**config.mk**
```make
export PLATFORM = sky130hd
export DESIGN_NAME = id_scoreboard_stage
export DESIGN_NICKNAME = d
export VERILOG_FILES = /design/src/rtl/id_pkg.sv /design/src/rtl/Control_Unit.sv /design/src/rtl/Sign_Extend.sv /design/src/rtl/id_scoreboard.sv /design/src/rtl/id_scoreboard_stage.sv
export SDC_FILE = /design/constraint.sdc
export NUM_CORES = 2
export LEC_CHECK = 0
export ABC_CLOCK_PERIOD_IN_PS = 11900
export BUFFER_PORTS_ARGS = -buffer_cell sky130_fd_sc_hd__buf_2
export CAP_MARGIN = 20
export CORE_MARGIN = 5
export CORE_UTILIZATION = 35
export CTS_BUF_LIST = sky130_fd_sc_hd__clkbuf_8
export CTS_CLUSTER_DIAMETER = 80
export CTS_CLUSTER_SIZE = 16
export DETAILED_ROUTE_END_ITERATION = 6
export PLACE_DENSITY_LB_ADDON = 0.2
export RECOVER_POWER = 25
export SETUP_SLACK_MARGIN = 0.1
export SLEW_MARGIN = 5
export SYNTH_ARGS = -nofsm -noshare
export SYNTH_HDL_FRONTEND = slang
export SYNTH_HIERARCHICAL = 1
export SYNTH_SLANG_ARGS = --single-unit
export TNS_END_PERCENT = 5
```
**constraint.sdc**
```tcl
create_clock -name clk -period 11.9 [get_ports clk]
set_input_delay 2.975 -clock clk [delete_from_list [all_inputs] [get_ports clk]]
set_output_delay 2.975 -clock clk [all_outputs]
set_load 0.005 [all_outputs]
```
**src/rtl/id_pkg.sv**
```systemverilog
// Shared definitions for the decode stage: instruction layout, opcodes,
// ALU command and branch encodings, and default latencies.
package id_pkg;

    localparam int unsigned XLEN_DEF      = 32;
    localparam int unsigned AW_DEF        = 5;
    localparam int unsigned CW_DEF        = 4;
    localparam int unsigned LAT_LOAD_DEF  = 1;
    localparam int unsigned LAT_NOFWD_DEF = 2;

    localparam int unsigned EXE_CMD_W = 4;

    localparam int unsigned OPC_MSB  = 31;
    localparam int unsigned OPC_LSB  = 26;
    localparam int unsigned SRC1_MSB = 25;
    localparam int unsigned SRC1_LSB = 21;
    localparam int unsigned SRC2_MSB = 20;
    localparam int unsigned SRC2_LSB = 16;
    localparam int unsigned RD_MSB   = 15;
    localparam int unsigned RD_LSB   = 11;
    localparam int unsigned IMM_MSB  = 15;
    localparam int unsigned IMM_LSB  = 0;

    typedef enum logic [5:0] {
        OP_NOP  = 6'd0,
        OP_ADD  = 6'd1,
        OP_SUB  = 6'd3,
        OP_AND  = 6'd5,
        OP_OR   = 6'd6,
        OP_NOR  = 6'd7,
        OP_XOR  = 6'd8,
        OP_SLA  = 6'd9,
        OP_SLL  = 6'd10,
        OP_SRA  = 6'd11,
        OP_SRL  = 6'd12,
        OP_ADDI = 6'd32,
        OP_SUBI = 6'd33,
        OP_LD   = 6'd36,
        OP_ST   = 6'd37,
        OP_BEZ  = 6'd40,
        OP_BNE  = 6'd41,
        OP_JMP  = 6'd42
    } opcode_e;

    typedef enum logic [EXE_CMD_W-1:0] {
        EXE_NONE = 4'd0,
        EXE_ADD  = 4'd1,
        EXE_SUB  = 4'd2,
        EXE_AND  = 4'd3,
        EXE_OR   = 4'd4,
        EXE_NOR  = 4'd5,
        EXE_XOR  = 4'd6,
        EXE_SHL  = 4'd7,
        EXE_SRA  = 4'd8,
        EXE_SRL  = 4'd9
    } exe_cmd_e;

    typedef enum logic [1:0] {
        BR_NONE = 2'd0,
        BR_BEZ  = 2'd1,
        BR_BNE  = 2'd2,
        BR_JMP  = 2'd3
    } br_type_e;

endpackage

```
**src/rtl/Control_Unit.sv**
```systemverilog
// Opcode decoder: ALU command, memory/writeback enables, branch type and
// operand-shape flags for the decode stage.
module Control_Unit
    import id_pkg::*;
(
    input  logic [5:0]           opcode,
    output logic [EXE_CMD_W-1:0] exe_cmd,
    output logic [1:0]           br_type,
    output logic                 mem_read,
    output logic                 mem_write,
    output logic                 wb_en,
    output logic                 is_immediate,
    output logic                 single_source,
    output logic                 branch_jump
);

    always_comb begin
        exe_cmd       = EXE_NONE;
        br_type       = BR_NONE;
        mem_read      = 1'b0;
        mem_write     = 1'b0;
        wb_en         = 1'b0;
        is_immediate  = 1'b0;
        single_source = 1'b0;
        branch_jump   = 1'b0;
        case (opcode)
            OP_ADD:  begin exe_cmd = EXE_ADD; wb_en = 1'b1; end
            OP_SUB:  begin exe_cmd = EXE_SUB; wb_en = 1'b1; end
            OP_AND:  begin exe_cmd = EXE_AND; wb_en = 1'b1; end
            OP_OR:   begin exe_cmd = EXE_OR;  wb_en = 1'b1; end
            OP_NOR:  begin exe_cmd = EXE_NOR; wb_en = 1'b1; end
            OP_XOR:  begin exe_cmd = EXE_XOR; wb_en = 1'b1; end
            OP_SLA,
            OP_SLL:  begin exe_cmd = EXE_SHL; wb_en = 1'b1; end
            OP_SRA:  begin exe_cmd = EXE_SRA; wb_en = 1'b1; end
            OP_SRL:  begin exe_cmd = EXE_SRL; wb_en = 1'b1; end
            OP_ADDI: begin
                exe_cmd = EXE_ADD; wb_en = 1'b1;
                is_immediate = 1'b1; single_source = 1'b1;
            end
            OP_SUBI: begin
                exe_cmd = EXE_SUB; wb_en = 1'b1;
                is_immediate = 1'b1; single_source = 1'b1;
            end
            OP_LD: begin
                exe_cmd = EXE_ADD; mem_read = 1'b1; wb_en = 1'b1;
                is_immediate = 1'b1; single_source = 1'b1;
            end
            OP_ST: begin
                exe_cmd = EXE_ADD; mem_write = 1'b1;
                is_immediate = 1'b1; single_source = 1'b1;
            end
            OP_BEZ: begin
                br_type = BR_BEZ; branch_jump = 1'b1;
                is_immediate = 1'b1; single_source = 1'b1;
            end
            OP_BNE: begin
                br_type = BR_BNE; branch_jump = 1'b1;
                is_immediate = 1'b1;
            end
            OP_JMP: begin
                br_type = BR_JMP; branch_jump = 1'b1;
                is_immediate = 1'b1; single_source = 1'b1;
            end
            default: ;
        endcase
    end

endmodule

```
**src/rtl/Sign_Extend.sv**
```systemverilog
// Sign-extends the 16-bit instruction immediate to the datapath width.
module Sign_Extend #(
    parameter int unsigned XLEN = 32
) (
    input  logic [15:0]     imm_in,
    output logic [XLEN-1:0] imm_out
);

    assign imm_out = {{(XLEN-16){imm_in[15]}}, imm_in};

endmodule

```
**src/rtl/id_scoreboard.sv**
```systemverilog
// Per-register busy countdown: a load port sets a counter on issue, every
// nonzero counter decrements each cycle, and two sources are queried.
module id_scoreboard
    import id_pkg::*;
#(
    parameter int unsigned AW = AW_DEF,
    parameter int unsigned CW = CW_DEF
) (
    input  logic          clk,
    input  logic          rst,
    input  logic          ld_en,
    input  logic [AW-1:0] ld_idx,
    input  logic [CW-1:0] ld_val,
    input  logic [AW-1:0] src1,
    input  logic [AW-1:0] src2,
    output logic          busy1,
    output logic          busy2
);

    localparam int unsigned NREG = 2**AW;

    logic [CW-1:0] cnt [NREG];

    // A load on the same index takes priority over that entry's decrement.
    always_ff @(posedge clk or negedge rst) begin
        if (!rst) begin
            for (int unsigned i = 0; i < NREG; i++) cnt[i] <= '0;
        end else begin
            for (int unsigned i = 0; i < NREG; i++) begin
                if (ld_en && (ld_idx == AW'(i)))
                    cnt[i] <= ld_val;
                else if (cnt[i] != '0)
                    cnt[i] <= cnt[i] - CW'(1);
            end
        end
    end

    assign busy1 = (cnt[src1] != '0);
    assign busy2 = (cnt[src2] != '0);

endmodule

```
**src/rtl/id_scoreboard_stage.sv**
```systemverilog
// Decode stage: register file with write-through bypass, scoreboard-based
// hazard detection, and a registered ID/EX bundle with a valid bit.
module id_scoreboard_stage
    import id_pkg::*;
#(
    parameter int unsigned XLEN      = XLEN_DEF,
    parameter int unsigned AW        = AW_DEF,
    parameter int unsigned CW        = CW_DEF,
    parameter bit          FWD_EN    = 1'b1,
    parameter int unsigned LAT_LOAD  = LAT_LOAD_DEF,
    parameter int unsigned LAT_NOFWD = LAT_NOFWD_DEF
) (
    input  logic                 clk,
    input  logic                 rst,
    input  logic                 if_valid,
    input  logic [31:0]          if_instr,
    input  logic                 flush,
    input  logic                 wb_we,
    input  logic [AW-1:0]        wb_dest,
    input  logic [XLEN-1:0]      wb_data,
    output logic                 id_stall,
    output logic                 ex_valid,
    output logic [XLEN-1:0]      ex_val1,
    output logic [XLEN-1:0]      ex_val2,
    output logic [XLEN-1:0]      ex_reg2,
    output logic [AW-1:0]        ex_dest,
    output logic [AW-1:0]        ex_src1,
    output logic [AW-1:0]        ex_src2,
    output logic [EXE_CMD_W-1:0] ex_exe_cmd,
    output logic                 ex_mem_r_en,
    output logic                 ex_mem_w_en,
    output logic                 ex_wb_en,
    output logic [1:0]           ex_br_type,
    output logic [15:0]          stall_cnt
);

    localparam int unsigned NREG = 2**AW;

    logic [5:0]           opcode;
    logic [AW-1:0]        src1, src2, dest;
    logic [XLEN-1:0]      imm, rd1, rd2;
    logic [EXE_CMD_W-1:0] exe_cmd;
    logic [1:0]           br_type;
    logic                 mem_read, mem_write, wb_en;
    logic                 is_imm, single_source, branch_jump;
    logic                 src1_used, src2_used, busy1, busy2;
    logic                 hazard, issue, sb_load;
    logic [CW-1:0]        lat;
    logic [XLEN-1:0]      regs [NREG];

    assign opcode = if_instr[OPC_MSB:OPC_LSB];
    assign src1   = AW'(if_instr[SRC1_MSB:SRC1_LSB]);
    assign src2   = AW'(if_instr[SRC2_MSB:SRC2_LSB]);
    assign dest   = is_imm ? src2 : AW'(if_instr[RD_MSB:RD_LSB]);

    Control_Unit u_ctrl (
        .opcode        (opcode),
        .exe_cmd       (exe_cmd),
        .br_type       (br_type),
        .mem_read      (mem_read),
        .mem_write     (mem_write),
        .wb_en         (wb_en),
        .is_immediate  (is_imm),
        .single_source (single_source),
        .branch_jump   (branch_jump)
    );

    Sign_Extend #(.XLEN(XLEN)) u_sext (
        .imm_in  (if_instr[IMM_MSB:IMM_LSB]),
        .imm_out (imm)
    );

    always_ff @(posedge clk or negedge rst) begin
        if (!rst) begin
            for (int unsigned i = 0; i < NREG; i++) regs[i] <= '0;
        end else if (wb_we && (wb_dest != '0)) begin
            regs[wb_dest] <= wb_data;
        end
    end

    assign rd1 = (src1 == '0) ? '0 :
                 (wb_we && (wb_dest == src1)) ? wb_data : regs[src1];
    assign rd2 = (src2 == '0) ? '0 :
                 (wb_we && (wb_dest == src2)) ? wb_data : regs[src2];

    // Stores and branches read src2 even though they carry an immediate.
    assign src1_used = (opcode != OP_NOP);
    assign src2_used = !single_source || mem_write || branch_jump;

    assign hazard   = if_valid &&
                      ((src1_used && (src1 != '0) && busy1) ||
                       (src2_used && (src2 != '0) && busy2));
    assign id_stall = hazard && !flush;
    assign issue    = if_valid && !hazard && !flush;

    assign lat     = FWD_EN ? (mem_read ? CW'(LAT_LOAD) : '0) : CW'(LAT_NOFWD);
    assign sb_load = issue && wb_en && (dest != '0);

    id_scoreboard #(.AW(AW), .CW(CW)) u_sb (
        .clk    (clk),
        .rst    (rst),
        .ld_en  (sb_load),
        .ld_idx (dest),
        .ld_val (lat),
        .src1   (src1),
        .src2   (src2),
        .busy1  (busy1),
        .busy2  (busy2)
    );

    always_ff @(posedge clk or negedge rst) begin
        if (!rst) begin
            ex_valid    <= 1'b0;
            ex_val1     <= '0;
            ex_val2     <= '0;
            ex_reg2     <= '0;
            ex_dest     <= '0;
            ex_src1     <= '0;
            ex_src2     <= '0;
            ex_exe_cmd  <= '0;
            ex_mem_r_en <= 1'b0;
            ex_mem_w_en <= 1'b0;
            ex_wb_en    <= 1'b0;
            ex_br_type  <= '0;
        end else if (issue) begin
            ex_valid    <= 1'b1;
            ex_val1     <= rd1;
            ex_val2     <= is_imm ? imm : rd2;
            ex_reg2     <= rd2;
            ex_dest     <= dest;
            ex_src1     <= src1;
            ex_src2     <= src2;
            ex_exe_cmd  <= exe_cmd;
            ex_mem_r_en <= mem_read;
            ex_mem_w_en <= mem_write;
            ex_wb_en    <= wb_en;
            ex_br_type  <= br_type;
        end else begin
            ex_valid    <= 1'b0;
            ex_val1     <= '0;
            ex_val2     <= '0;
            ex_reg2     <= '0;
            ex_dest     <= '0;
            ex_src1     <= '0;
            ex_src2     <= '0;
            ex_exe_cmd  <= '0;
            ex_mem_r_en <= 1'b0;
            ex_mem_w_en <= 1'b0;
            ex_wb_en    <= 1'b0;
            ex_br_type  <= '0;
        end
    end

    always_ff @(posedge clk or negedge rst) begin
        if (!rst)
            stall_cnt <= '0;
        else if (id_stall && (stall_cnt != '1))
            stall_cnt <= stall_cnt + 16'd1;
    end

endmodule

```
==> flow_metrics.tcl <==
set metrics [dict create \
    p_leak_nw 32.3 \
    critical_path.top_delay_family "compound AO/OA/AOI/OAI gates" \
    fmax_ghz 0.110 \
    fp.dieH_um 453 \
    dr.pass1.iters 5 \
    area_growth_pct 7.80 \
    reg2regPathDepth 15 \
    synth_top_area_cell "dfrtp_1" \
    netlist_area_um2 68800 \
    core_area_um2 195000 \
    grt_pass1_vias 45400 \
    hold_violations 0 \
    slew_headroom_pct -362 \
    hpwl_um 135000 \
    track_usage_pct 22.0 \
    port_buffers 211 \
    syn-instance-count 4984 \
    setup_viol 0 \
    ys_async_sr_fraction_pct 100 \
    io_pins 212 \
    cts_inserted_buffers 102 \
    yosysWarnings 6 \
    rr_startpoint "u_sb/cnt[49]" \
    status "finished, violations left" \
    fin_crit_sh_pct 76.2 \
    cp_data_arrival_time_ns 6.09 \
    hold_class "register to register" \
    cp_slowest_cell "a21boi_0" \
    finalCriticalPeriod_ns 9.07 \
    fill_cells 18500 \
    ys_seq_area_share_pct 46.9 \
    cp-endpoint "id_stall" \
    cts.clk_slew.worst_paths_ns 0.10 \
    clk_latency_ns 0.91 \
    skew_ns 0.0705 \
    drive_gt1_share_pct 41.1 \
    yosysUniqueCellTypes 72 \
    cp-end-kind "output port" \
    ys_top_cells_by_area "dfrtp_1, mux2_2, mux4_2, mux2i_1, a211oi_1" \
    synth_seq_cells 1289 \
    whs_ns 0.403 \
    die_area_um2 206000 \
    htreeDepth 3 \
    cts-resized-gates 0 \
    setup_tns_ns 0 \
    routed_via_density 5.75 \
    start_kind "input port" \
    yosys.area.top_type_share_pct 46.9 \
    post-place-ws_ns 2.71 \
    cts_buffer_depth 3 \
    cts_sinks 1289 \
    seqCellArea_um2 32300 \
    irDropWorstVdd_mv 0.0958 \
    grt-ovfl-total 0 \
    violations "max-capacitance violations, max-slew violations" \
    slew_viol_final 245 \
    cap_violations 3 \
    power_density_nw_per_um2 162 \
    path_max_fanout 46 \
    crit_chain "buf_8 > inv_2 > mux4_2 > or4b_1 > o221ai_1 > a211oi_1 > a21boi_0 > nand2_1 > a21oi_1 > buf_2" \
    timing.rr.end "u_sb/cnt[127]" \
    grt_pass1_wl_um 335000 \
    multi_input_area_um2 34200 \
    post_cts_buffers 0 \
    path_buf_inv 3 \
    cp.depth 10 \
    grt_max_degree 153 \
    cpPeakStageDelay_ns 0.49 \
    tightest_slew_ns 6.93 \
    wl_um 228000 \
    chipWidth_um 453 \
    finalPower_mw 12.0 \
    start_util_pct 35.3 \
    setup_slack_ns 2.83 \
    cts_root_buffer "clkbuf_8" \
    worstSetupPathType "input port to output port" \
    route.detailed.drc 0 \
    dr_total_vias 43700 \
    rsz0062_at_grt "false" \
    antenna_found_initial 26 \
    avgSynthCellArea_um2 13.8 \
    ant_nets 0 \
    synth_enable_flop_cells 0 \
    gp_congestion 0.784 \
    hold_buffers 0 \
    rows 162 \
    reg2reg_slack_ns 6.39 \
    min_path_cells 0 \
    ys.flop_type "dfrtp_1" \
    nNetsFinal 5042 \
    drt_iter0_drc 3426 \
    wl_per_cell_um 30.1 \
    required_ns 8.93 \
    tritoncts "done" \
    crit_path_start "if_instr[16]" \
    final_util_pct 38.0 \
]
## placed cells by master, fill, tap and decap left out, types with 77 or more instances in the layout
| cell | n |
|---|---|
| inv_1 | 80 |
| clkbuf_8 | 117 |
| mux2_2 | 1042 |
| nor2b_1 | 77 |
| o21ai_0 | 94 |
| nand2_1 | 183 |
| dfrtp_1 | 1289 |
| nor2_1 | 134 |
| mux2i_1 | 241 |
| buf_2 | 199 |
| mux4_2 | 499 |
| buf_4 | 78 |
| a211oi_1 | 142 |
## synthesized netlist by cell type, drive strengths merged (28+ instances only)
cell / number
dfrtp: 1289
mux2: 1051
mux4: 499
clkbuf: 259
buf: 242
mux2i: 241
nand2: 197
nor2: 144
a211oi: 142
o21ai: 96
nor2b: 78
inv: 76
a21oi: 71
xnor2: 70
ha: 65
o31ai: 46
nor3: 39
a211o: 33
nor3b: 33
nand3: 30
nor4: 28
## layout make-up
type                            count  area share, %
Clock inverter                     41          0.771
Tap cell                         2624           4.43
Antenna cell                       13         0.0439
Multi-Input combinational cell   3132           46.1
Inverter                           77          0.396
Timing Repair Buffer              301           2.59
Clock buffer                      116           2.15
Sequential cell                  1289           43.5
## flip-flops by register name (all words and copies together) (netlist names), 2 cells and up
signal	flops
ex_exe_cmd	4
ex_dest	5
stall_cnt	16
ex_val1	32
u_sb/cnt	128
ex_br_type	2
ex_src2	5
ex_val2	32
regs	1024
ex_src1	5
ex_reg2	32
## cells by family after synthesis
logic type,count (synthesis),synth area share [%]
adders and majority gates,65,1.18
muxes,1791,37.0
and+or+nand+nor,662,4.84
DFF,1289,46.9
AOI/OAI and AO/OA,509,5.11
other,1,0.00545
buffers and inverters,578,3.82
xor gates and xnor gates,89,1.13
## routing by layer
metal  GRT usage, %  vias to the layer above  wire length [um]
li1               -                    18500                 -
met1           29.2                    23800             96300
met2           37.7                     1138            114000
met3           3.06                      292             10800
met4           6.81                       12              7450
met5              0                        -                75
## worst min path at each step
stage          startpoint          to
4_1_cts        regs[1017]  regs[1017]
3_5_place_dp   regs[1016]  regs[1016]
6_report       regs[1016]  regs[1016]
5_1_grt         regs[994]   regs[994]
2_1_floorplan  regs[1000]  regs[1000]
3_3_place_gp   regs[1016]  regs[1016]
## per-stage QoR
stage          cell area [um^2]  instances
2_1_floorplan             68900       4999
3_3_place_gp              72000       7419
3_5_place_dp              72000       7422
4_1_cts                   74200       7579
5_1_grt                   74200       7586
6_report                  74200       7593
## power breakdown
| group | leakage, nW | switching (mW) | internal (mW) |
|---|---|---|---|
| combinational | 14.6 | 1.43 | 1.85 |
| sequential | 16.6 | 0.701 | 5.29 |
| clock | 1.11 | 1.64 | 1.15 |
No activity file was read; power rests on OpenSTA's default activity.
